## src/rtl/aes_pkg.sv

```systemverilog
`default_nettype none
// +----------------------------------------------------------------------+
// | aes_pkg                                                              |
// | Shared AES-128 key-schedule constants, state encoding and helpers.   |
// | Rev 1.0                                                              |
// +----------------------------------------------------------------------+
package aes_pkg;

  localparam int NB   = 128;
  localparam int WORD = 32;
  localparam int NR   = 10;

  typedef enum logic [1:0] {
    IDLE   = 2'd0,
    EXPAND = 2'd1,
    EMIT   = 2'd2
  } state_t;

  // Round constants live in the low byte of word 0; indices outside 1..10 give 0.
  function automatic logic [7:0] rcon(input logic [3:0] idx);
    logic [7:0] r;
    case (idx)
      4'd1:    r = 8'h01;
      4'd2:    r = 8'h02;
      4'd3:    r = 8'h04;
      4'd4:    r = 8'h08;
      4'd5:    r = 8'h10;
      4'd6:    r = 8'h20;
      4'd7:    r = 8'h40;
      4'd8:    r = 8'h80;
      4'd9:    r = 8'h1b;
      4'd10:   r = 8'h36;
      default: r = 8'h00;
    endcase
    return r;
  endfunction

  function automatic logic [7:0] gf_mul(input logic [7:0] a, input logic [7:0] b);
    logic [7:0] p;
    logic [7:0] x;
    p = 8'h00;
    x = a;
    for (int i = 0; i < 8; i++) begin
      if (b[i]) p = p ^ x;
      x = {x[6:0], 1'b0} ^ (x[7] ? 8'h1b : 8'h00);
    end
    return p;
  endfunction

  // S-box as multiplicative inverse (x^254) followed by the affine transform.
  function automatic logic [7:0] sbox_byte(input logic [7:0] b);
    logic [7:0] sq;
    logic [7:0] inv;
    sq  = b;
    inv = 8'h01;
    for (int i = 0; i < 7; i++) begin
      sq  = gf_mul(sq, sq);
      inv = gf_mul(inv, sq);
    end
    return inv ^ {inv[6:0], inv[7]} ^ {inv[5:0], inv[7:6]}
               ^ {inv[4:0], inv[7:5]} ^ {inv[3:0], inv[7:4]} ^ 8'h63;
  endfunction

endpackage
`default_nettype wire

```

## src/rtl/aes_sbox4.sv

```systemverilog
`default_nettype none
// +----------------------------------------------------------------------+
// | aes_sbox4                                                            |
// | Four parallel SubBytes S-boxes applied to one 32-bit word.           |
// | Rev 1.0                                                              |
// +----------------------------------------------------------------------+
module aes_sbox4
  import aes_pkg::*;
(
  input  logic [WORD-1:0] word_i,
  output logic [WORD-1:0] word_o
);

  for (genvar j = 0; j < 4; j++) begin : g_byte
    assign word_o[8*j +: 8] = sbox_byte(word_i[8*j +: 8]);
  end

endmodule
`default_nettype wire

```

## src/rtl/inv_key_step.sv

```systemverilog
`default_nettype none
// +----------------------------------------------------------------------+
// | inv_key_step                                                         |
// | Combinational inverse key-schedule step: round r key -> round r-1.   |
// | Rev 1.0                                                              |
// +----------------------------------------------------------------------+
module inv_key_step
  import aes_pkg::*;
(
  input  logic [NB-1:0] key_i,
  input  logic [3:0]    round_i,
  output logic [NB-1:0] key_o
);

  logic [WORD-1:0] w_n0, w_n1, w_n2, w_n3;
  logic [WORD-1:0] w_p0, w_p1, w_p2, w_p3;
  logic [WORD-1:0] w_sub;

  assign {w_n3, w_n2, w_n1, w_n0} = key_i;

  assign w_p3 = w_n3 ^ w_n2;
  assign w_p2 = w_n2 ^ w_n1;
  assign w_p1 = w_n1 ^ w_n0;

  aes_sbox4 u_sbox (
    .word_i ({w_p3[7:0], w_p3[31:8]}),
    .word_o (w_sub)
  );

  assign w_p0  = w_n0 ^ w_sub ^ {24'h0, rcon(round_i)};
  assign key_o = {w_p3, w_p2, w_p1, w_p0};

endmodule
`default_nettype wire

```

## src/rtl/key_expand_step.sv

```systemverilog
`default_nettype none
// +----------------------------------------------------------------------+
// | key_expand_step                                                      |
// | One forward KeyExpansion round; only built with INV_KEY_SCHED_FWD_EN.|
// | Rev 1.0                                                              |
// +----------------------------------------------------------------------+
`ifdef INV_KEY_SCHED_FWD_EN
module key_expand_step
  import aes_pkg::*;
(
  input  logic [NB-1:0] key_i,
  input  logic [3:0]    round_i,
  output logic [NB-1:0] key_o
);

  logic [WORD-1:0] w_k0, w_k1, w_k2, w_k3;
  logic [WORD-1:0] w_n0, w_n1, w_n2, w_n3;
  logic [WORD-1:0] w_sub;

  assign {w_k3, w_k2, w_k1, w_k0} = key_i;

  aes_sbox4 u_sbox (
    .word_i ({w_k3[7:0], w_k3[31:8]}),
    .word_o (w_sub)
  );

  // round_i is the index of the key being produced
  assign w_n0  = w_k0 ^ w_sub ^ {24'h0, rcon(round_i)};
  assign w_n1  = w_k1 ^ w_n0;
  assign w_n2  = w_k2 ^ w_n1;
  assign w_n3  = w_k3 ^ w_n2;
  assign key_o = {w_n3, w_n2, w_n1, w_n0};

endmodule
`endif
`default_nettype wire

```

## src/rtl/inv_key_schedule.sv

```systemverilog
`default_nettype none
// +----------------------------------------------------------------------+
// | inv_key_schedule                                                     |
// | Emits AES-128 round keys 10..0 one per handshake, walking backward.  |
// | INV_KEY_SCHED_FWD_EN: key_in is the cipher key, expanded first.      |
// | Rev 1.0                                                              |
// +----------------------------------------------------------------------+
module inv_key_schedule
  import aes_pkg::*;
(
  input  logic          clk,
  input  logic          rst,
  input  logic          start,
  input  logic [127:0]  key_in,
  output logic          busy,
  output logic          key_valid,
  input  logic          key_ready,
  output logic [127:0]  key_out,
  output logic [3:0]    round_out
);

  state_t        state_q, state_d;
  logic [NB-1:0] key_q, key_d;
  logic [3:0]    rnd_q, rnd_d;
  logic [NB-1:0] w_inv_key;

  inv_key_step u_inv_step (
    .key_i   (key_q),
    .round_i (rnd_q),
    .key_o   (w_inv_key)
  );

`ifdef INV_KEY_SCHED_FWD_EN
  logic [NB-1:0] w_fwd_key;
  logic [3:0]    w_fwd_rnd;

  assign w_fwd_rnd = rnd_q + 4'd1;

  key_expand_step u_fwd_step (
    .key_i   (key_q),
    .round_i (w_fwd_rnd),
    .key_o   (w_fwd_key)
  );
`endif

  always_ff @(posedge clk) begin
    if (rst) begin
      state_q <= IDLE;
      key_q   <= '0;
      rnd_q   <= '0;
    end else begin
      state_q <= state_d;
      key_q   <= key_d;
      rnd_q   <= rnd_d;
    end
  end

  always_comb begin
    state_d = state_q;
    key_d   = key_q;
    rnd_d   = rnd_q;
    unique case (state_q)
      IDLE: begin
        if (start) begin
          key_d   = key_in;
`ifdef INV_KEY_SCHED_FWD_EN
          rnd_d   = 4'd0;
          state_d = EXPAND;
`else
          rnd_d   = 4'(NR);
          state_d = EMIT;
`endif
        end
      end
`ifdef INV_KEY_SCHED_FWD_EN
      EXPAND: begin
        key_d = w_fwd_key;
        rnd_d = w_fwd_rnd;
        if (w_fwd_rnd == 4'(NR)) state_d = EMIT;
      end
`endif
      EMIT: begin
        if (key_ready) begin
          if (rnd_q != 4'd0) begin
            key_d = w_inv_key;
            rnd_d = rnd_q - 4'd1;
          end else begin
            // Drop the round-0 key so nothing lingers once the stream ends
            key_d   = '0;
            state_d = IDLE;
          end
        end
      end
      default: state_d = IDLE;
    endcase
  end

  always_comb begin
    key_valid = (state_q == EMIT);
    busy      = (state_q != IDLE);
    key_out   = key_valid ? key_q : '0;
    round_out = key_valid ? rnd_q : 4'd0;
  end

endmodule
`default_nettype wire

```

## config.mk

```make
export PLATFORM = sky130hd
export DESIGN_NAME = inv_key_schedule
export DESIGN_NICKNAME = d
export VERILOG_FILES = /design/src/rtl/aes_pkg.sv /design/src/rtl/aes_sbox4.sv /design/src/rtl/inv_key_step.sv /design/src/rtl/key_expand_step.sv /design/src/rtl/inv_key_schedule.sv
export SDC_FILE = /design/constraint.sdc
export NUM_CORES = 2
export LEC_CHECK = 0
export BUFFER_PORTS_ARGS = -buffer_cell sky130_fd_sc_hd__buf_2
export CORE_UTILIZATION = 40
export CTS_CLUSTER_DIAMETER = 80
export CTS_CLUSTER_SIZE = 16
export DETAILED_ROUTE_END_ITERATION = 16
export MAX_ROUTING_LAYER = met4
export PLACE_DENSITY = 0.62
export SYNTH_ARGS = -nofsm -noshare
export SYNTH_HDL_FRONTEND = slang
export SYNTH_SLANG_ARGS = --single-unit
```

## constraint.sdc

```tcl
create_clock -name clk -period 20.6 [get_ports clk]
set_input_delay 4.12 -clock clk [delete_from_list [all_inputs] [get_ports clk]]
set_output_delay 4.12 -clock clk [all_outputs]
set_load 0.05 [all_outputs]
```

# == After elaboration in Yosys (flattened, before gate mapping) ==
# Memory sizes are Yosys's and may differ from the RTL's. A register that Yosys moved wholly into a read port is not among the register bits.
# Cells that the tools add are included.
# op_classes
addsub,1
eq_ne,5
muxes,828
n_bitwise,781
n_reduce_logical,7
# op_table
cell,count
$mux W8,420
$xor A8 B8 Y8,380
$xor A8 B5 Y8,364
$mux W5,368
$mux W128,4
$pmux W128 S2,1
$xor A32 B32 Y32,4
$mux W4,10
$xor A32 B8 Y32,1
$mux W7,4
$not A1 Y1 const A,28
$mux W6,4
$not A4 Y4,4
$mux W2,7
$mux W3,4
$pmux W4 S2,1
$reduce_and A3 Y1,2
$mux W1,4
$ne A2 B1 Y1 const B,2
$ne A2 B2 Y1 const B,2
$pmux W2 S2,1
$reduce_and A4 Y1,1
$reduce_bool A2 Y1,2
$reduce_bool A4 Y1,1
3 further kinds,3
# totals
regBits,134
romBits,128
inputBits,132
output_inout_bits,134
n_memories,1
# memory_table
memory,words,word_bits,read_ports,rd_ports_with_merged_regs,wr,line_no,text
(name not given),16,8,1,1,0,aes_pkg.sv:22,case (idx)

# == Logic depth before layout (Yosys ltp) ==
# depth
ltp_word,138
ltp_mapped,68
ltp_nobuf,57

# == Modules after synthesis ==
# A second synthesis with hierarchy kept.
# unflattened
hier_cells,8991
hier_area_um2,65352.7
# by_module_without_submodules
module,instances,cells_each,area_per_inst_um2
aes_sbox4,1,7927,57337.5
inv_key_schedule,1,910,6673.9
inv_key_step,1,154,1341.3

# == Worst setup path after synthesis ==
# Ideal clock, no wire load.
# synth_timing
kind,register to register
startpoint,register key_q[79]
endpoint,register key_q[5]
setup_ns,0.134
arrival_ns,15.604
required_ns,20.466
path_slack_ns,4.862
stages_incl_launch_ff,64
period_less_slack_ns,15.738
cell_sequence,dfxtp_1 xnor2_1 buf_2 inv_2 buf_2 ha_1 xor3_1 a21boi_0 nor2_1 inv_1 clkbuf_1 clkbuf_1 ha_1 xnor3_1 or3_1 a21o_1 nand2_1 ha_1 (+28 left out) mux2i_1 a211oi_1 nor3_1 a211oi_1 o31a_1 nor2_2 mux2_2 a21oi_1 o311ai_1 a21boi_0 nor4_1 nor2b_1 xor3_1 xor2_2 xnor2_2 xnor2_1 mux2i_1 o22ai_1
# synth_via
elab_chain_len,135
elab_cells_between_ends,392
cone_classes,mux (202); bitwise (190)
# synth_rtl
element,line_no,text
from (decl),inv_key_schedule.sv:23,"logic [NB-1:0] key_q, key_d;"
from (signal assigned),inv_key_schedule.sv:53,key_q <= key_d;
$xor A32 B32 Y32 (*),inv_key_step.sv:21,assign w_p3 = w_n3 ^ w_n2;
$mux W5 / $mux W8 (equally long branches),"aes_pkg.sv:45, aes_pkg.sv:44",
$xor A8 B5 Y8 / $xor A8 B8 Y8 (equally long branches),"aes_pkg.sv:45, aes_pkg.sv:44",
$xor A8 B8 Y8 / $mux W8 (equally long branches),aes_pkg.sv:44,if (b[i]) p = p ^ x;
$mux W8 / $xor A8 B8 Y8 (equally long branches),aes_pkg.sv:44,
$xor A8 B8 Y8 / $mux W8 (equally long branches),aes_pkg.sv:44,
$mux W8 / $xor A8 B8 Y8 (equally long branches),aes_pkg.sv:44,
$xor A8 B8 Y8 / $mux W8 (equally long branches),aes_pkg.sv:44,
(+119 left out),--,
$xor A8 B8 Y8,aes_pkg.sv:61,"^ {inv[4:0], inv[7:5]} ^ {inv[3:0], inv[7:4]} ^ 8'h63;"
$xor A8 B8 Y8 (*),aes_pkg.sv:61,
$not A4 Y4 (no source line) (*),--,
$xor A32 B32 Y32 (*),inv_key_step.sv:30,"assign w_p0 = w_n0 ^ w_sub ^ {24'h0, rcon(round_i)};"
$xor A32 B8 Y32 (*),inv_key_step.sv:30,
$mux W128 (*),inv_key_schedule.sv:84,if (rnd_q != 4'd0) begin
$mux W128 (*),inv_key_schedule.sv:83,if (key_ready) begin
$pmux W128 S2 (*),inv_key_schedule.sv:62,unique case (state_q)
# Mark *: on every way between the ends. The rest lies on a longest branch, timed or not. The select of a mux whose other input is x is not followed.
# A chain may end at the register's enable or synchronous reset.

# == Final worst setup path ==
# layout_timing
startpoint,register key_q[79]
endpoint,register key_q[3]
# layout_via
elab_chain_len,134
elab_cells_between_ends,391
cone_classes,mux (202); bitwise (189)
# layout_rtl
element,line_no,text
$xor A32 B32 Y32 (*),inv_key_step.sv:21,
$mux W5 / $mux W8 (equally long branches),"aes_pkg.sv:45, aes_pkg.sv:44",
$xor A8 B5 Y8 / $xor A8 B8 Y8 (equally long branches),"aes_pkg.sv:45, aes_pkg.sv:44",
$xor A8 B8 Y8 / $mux W8 (equally long branches),aes_pkg.sv:44,
$mux W8 / $xor A8 B8 Y8 (equally long branches),aes_pkg.sv:44,
$xor A8 B8 Y8 / $mux W8 (equally long branches),aes_pkg.sv:44,
$mux W8 / $xor A8 B8 Y8 (equally long branches),aes_pkg.sv:44,
$xor A8 B8 Y8 / $mux W8 (equally long branches),aes_pkg.sv:44,
(+117 left out),--,
$xor A8 B8 Y8 (2 in series),aes_pkg.sv:60,"return inv ^ {inv[6:0], inv[7]} ^ {inv[5:0], inv[7:6]}"
$xor A8 B8 Y8,aes_pkg.sv:61,
$xor A8 B8 Y8 (*),aes_pkg.sv:61,
$xor A32 B32 Y32 (*),inv_key_step.sv:30,
$xor A32 B8 Y32 (*),inv_key_step.sv:30,
$mux W128 (*),inv_key_schedule.sv:84,
$mux W128 (*),inv_key_schedule.sv:83,
$pmux W128 S2 (*),inv_key_schedule.sv:62,
# Marked as above.

==> impl_metrics.ini <==
[clock_network]
path_clk_slew_ps = 90
cts_buffer_depth = 2
cts_tree = yes
postCtsSetupRepairBufs = 0
ctsHoldBuffers = 0
cts_inserted_buffers = 17
postCtsResizedCells = 0
root_buffer = clkbuf_16
cts.htree.levels = 4
insertion_delay_ps = 560
cts_sinks = 141

[sta]
whs_ps = 502
timing.final.crit_share = 0.908
max_freq_mhz = 53.5
skew_ps = 25.0
worst_slew_pin_slew_ps = 1250
rsz0062_at_grt = no
setup_viol = 0
fin_crit_ps = 18700
tns_ps = 0
slew_headroom = 0.164
finalHoldViolations = 0
slew_violations = 0

[global_route]
grt_pass1_vias = 54200
grt_max_degree = 80
grt_remaining_overflow = 0
track_usage = 0.267
grt_pass1_wl_um = 319000
grt_antenna_before_repair = 15

[synthesis]
synth_seq_cells = 141
yosysSeqAreaShare = 0.0464
yosys_warnings = 0
synth_nets = 8312
synth_ff_type = dfxtp_1
synthArstFlopShare = 0
syn_avg_cell_area_um2 = 7.46
syn_inst = 8155
ys_types = 116
synth_edf_count = 0
netlist_area_um2 = 60800

[placed_design]
dp_cells = 10200
gp_congestion = 0.990
place_hpwl_um = 152000
port_buffers = 265

[route]
ant_nets = 0
wl_um = 205000
drc_errors = 0
vias = 58400
first_pass_iters = 8
avgViaCountPerCell = 5.73
drt_iter0_drc = 5557
wl_per_cell_um = 20.1

[final_layout]
seq_area_um2 = 2830
final_nets = 8316
drive_gt1_frac = 0.106
multi_input_area_um2 = 55800
syn2layout_area_growth_pct = 7.50
fill_cells = 15300
fin_cells = 10200

[floorplan]
dieArea_um2 = 154000
die_w_um = 392
core_um2 = 150000
num_io_pins = 266
num_rows = 142
die_height_um = 392
initial_core_util = 0.405

[setup_path]
required_ps = 21030
timing.rr.start = key_q[79]
cp_top_family = simple AND/OR/NAND/NOR gates
r2r-end = key_q[3]
worst-r2r-cell-count = 57
critPathSlowestCell = nor4_1
crit_buf_inv = 5
cpMostUsedCell = xnor2_1
r2r_slack_ps = 1900
setup.worst_path.class = flip-flop to flip-flop
arrival_ps = 19130
slowest_delay_ps = 980
cp_max_fo = 20
setup.worst_path.end_class = flip-flop
start_kind = flip-flop

[worst_hold_path]
hold_path_class = flip-flop to flip-flop
whs_path_depth = 2
min_to = key_q[111]
worst_hold_startpoint = key_q[111]

[status]
status = finished clean

[run]
drv_cap = 0
cells by family (layout without fill, tap and decap cells):
| kind of cell | count (synthesis) | after routing | synth area share |
|---|---|---|---|
| AOI/OAI and AO/OA | 1670 | 1670 | 0.177 |
| xor gates and xnor gates | 2508 | 2508 | 0.475 |
| adders and majority gates | 27 | 27 | 0.00547 |
| buffers and inverters | 641 | 658 | 0.0421 |
| DFF | 141 | 141 | 0.0464 |
| muxes | 249 | 249 | 0.0423 |
| other | 0 | 8 | 0 |
| and+or+nand+nor | 2919 | 2919 | 0.212 |
worst register-to-register path, delay by kind of cell, from the launching register on:
kind                     cells  cell delay [ps]
AND/OR/NAND/NOR             18             5550
flip-flops                   1              360
buffers and inverters        5             1700
adder cells (fa/ha/maj)      4             1840
AO/OA/AOI/OAI               14             3560
multiplexers                 2              530
XOR/XNOR                    14             5060
registers in the layout, indices dropped and copies added (netlist names), named ones only:
name     cells
rnd_q        4
key_q      128
state_q      1
how the worst max path moves through the flow:
stage	startpoint	depth (start not counted)	endpoint
CTS	key_q[79]	57	key_q[5]
global placement	key_q[95]	50	key_q[20]
detailed placement	key_q[79]	57	key_q[5]
global route	key_q[79]	56	key_q[3]
floorplan	key_q[79]	63	key_q[5]
finish	key_q[79]	57	key_q[3]
per-stage QoR:
step	util	area [um^2]	setup slack, ps
3_5_place_dp	0.431	64700	2320
4_1_cts	0.435	65300	2270
3_3_place_gp	0.431	64700	2610
5_1_grt	0.435	65400	601
6_report	0.435	65400	1900
2_1_floorplan	-	60800	4860
synthesized netlist by cell type (all sizes together) (121+ instances only):
library cell | number | area, um^2
a211oi | 154 | 1180
buf | 132 | 647
o21ai | 389 | 1950
nand2 | 899 | 3380
dfxtp | 141 | 2820
clkbuf | 391 | 1470
o22ai | 121 | 763
nor3 | 178 | 912
xnor3 | 362 | 8170
nor2 | 1142 | 4310
xor2 | 472 | 4540
and2 | 171 | 1070
a21oi | 465 | 2330
nand3 | 163 | 816
xnor2 | 1637 | 15300
mux2i | 204 | 2060
final cells by class:
type | instances | area share
multi-input cells | 7373 | 0.854
clock buffers | 17 | 0.00651
repair buffers | 508 | 0.0483
diodes | 8 | 0.000306
flip-flops and latches | 141 | 0.0432
well taps | 2016 | 0.0386
inverters | 118 | 0.00678
clock inverters | 15 | 0.00278
layout by cell type, fill, tap and decap left out, drive strengths merged, types with 163 or more instances in the layout:
master  netlist  routed
o21ai       389     389
nand3       163     163
buf         132     508
a21oi       465     465
nand2       899     899
xnor2      1637    1637
nor3        178     178
xnor3       362     362
nor2       1142    1142
mux2i       204     204
xor2        472     472
and2        171     171
layer usage:
layer	part of all wire	global-route usage	wire [um]
met1	0.46	0.369	93600
met2	0.45	0.405	91500
met3	0.071	0.0328	14600
met4	0.027	0.0756	5640
met5	0	-	0
Power is not shown: default switching activity piles up to over one toggle a cycle in this logic, so the estimate is an artifact.
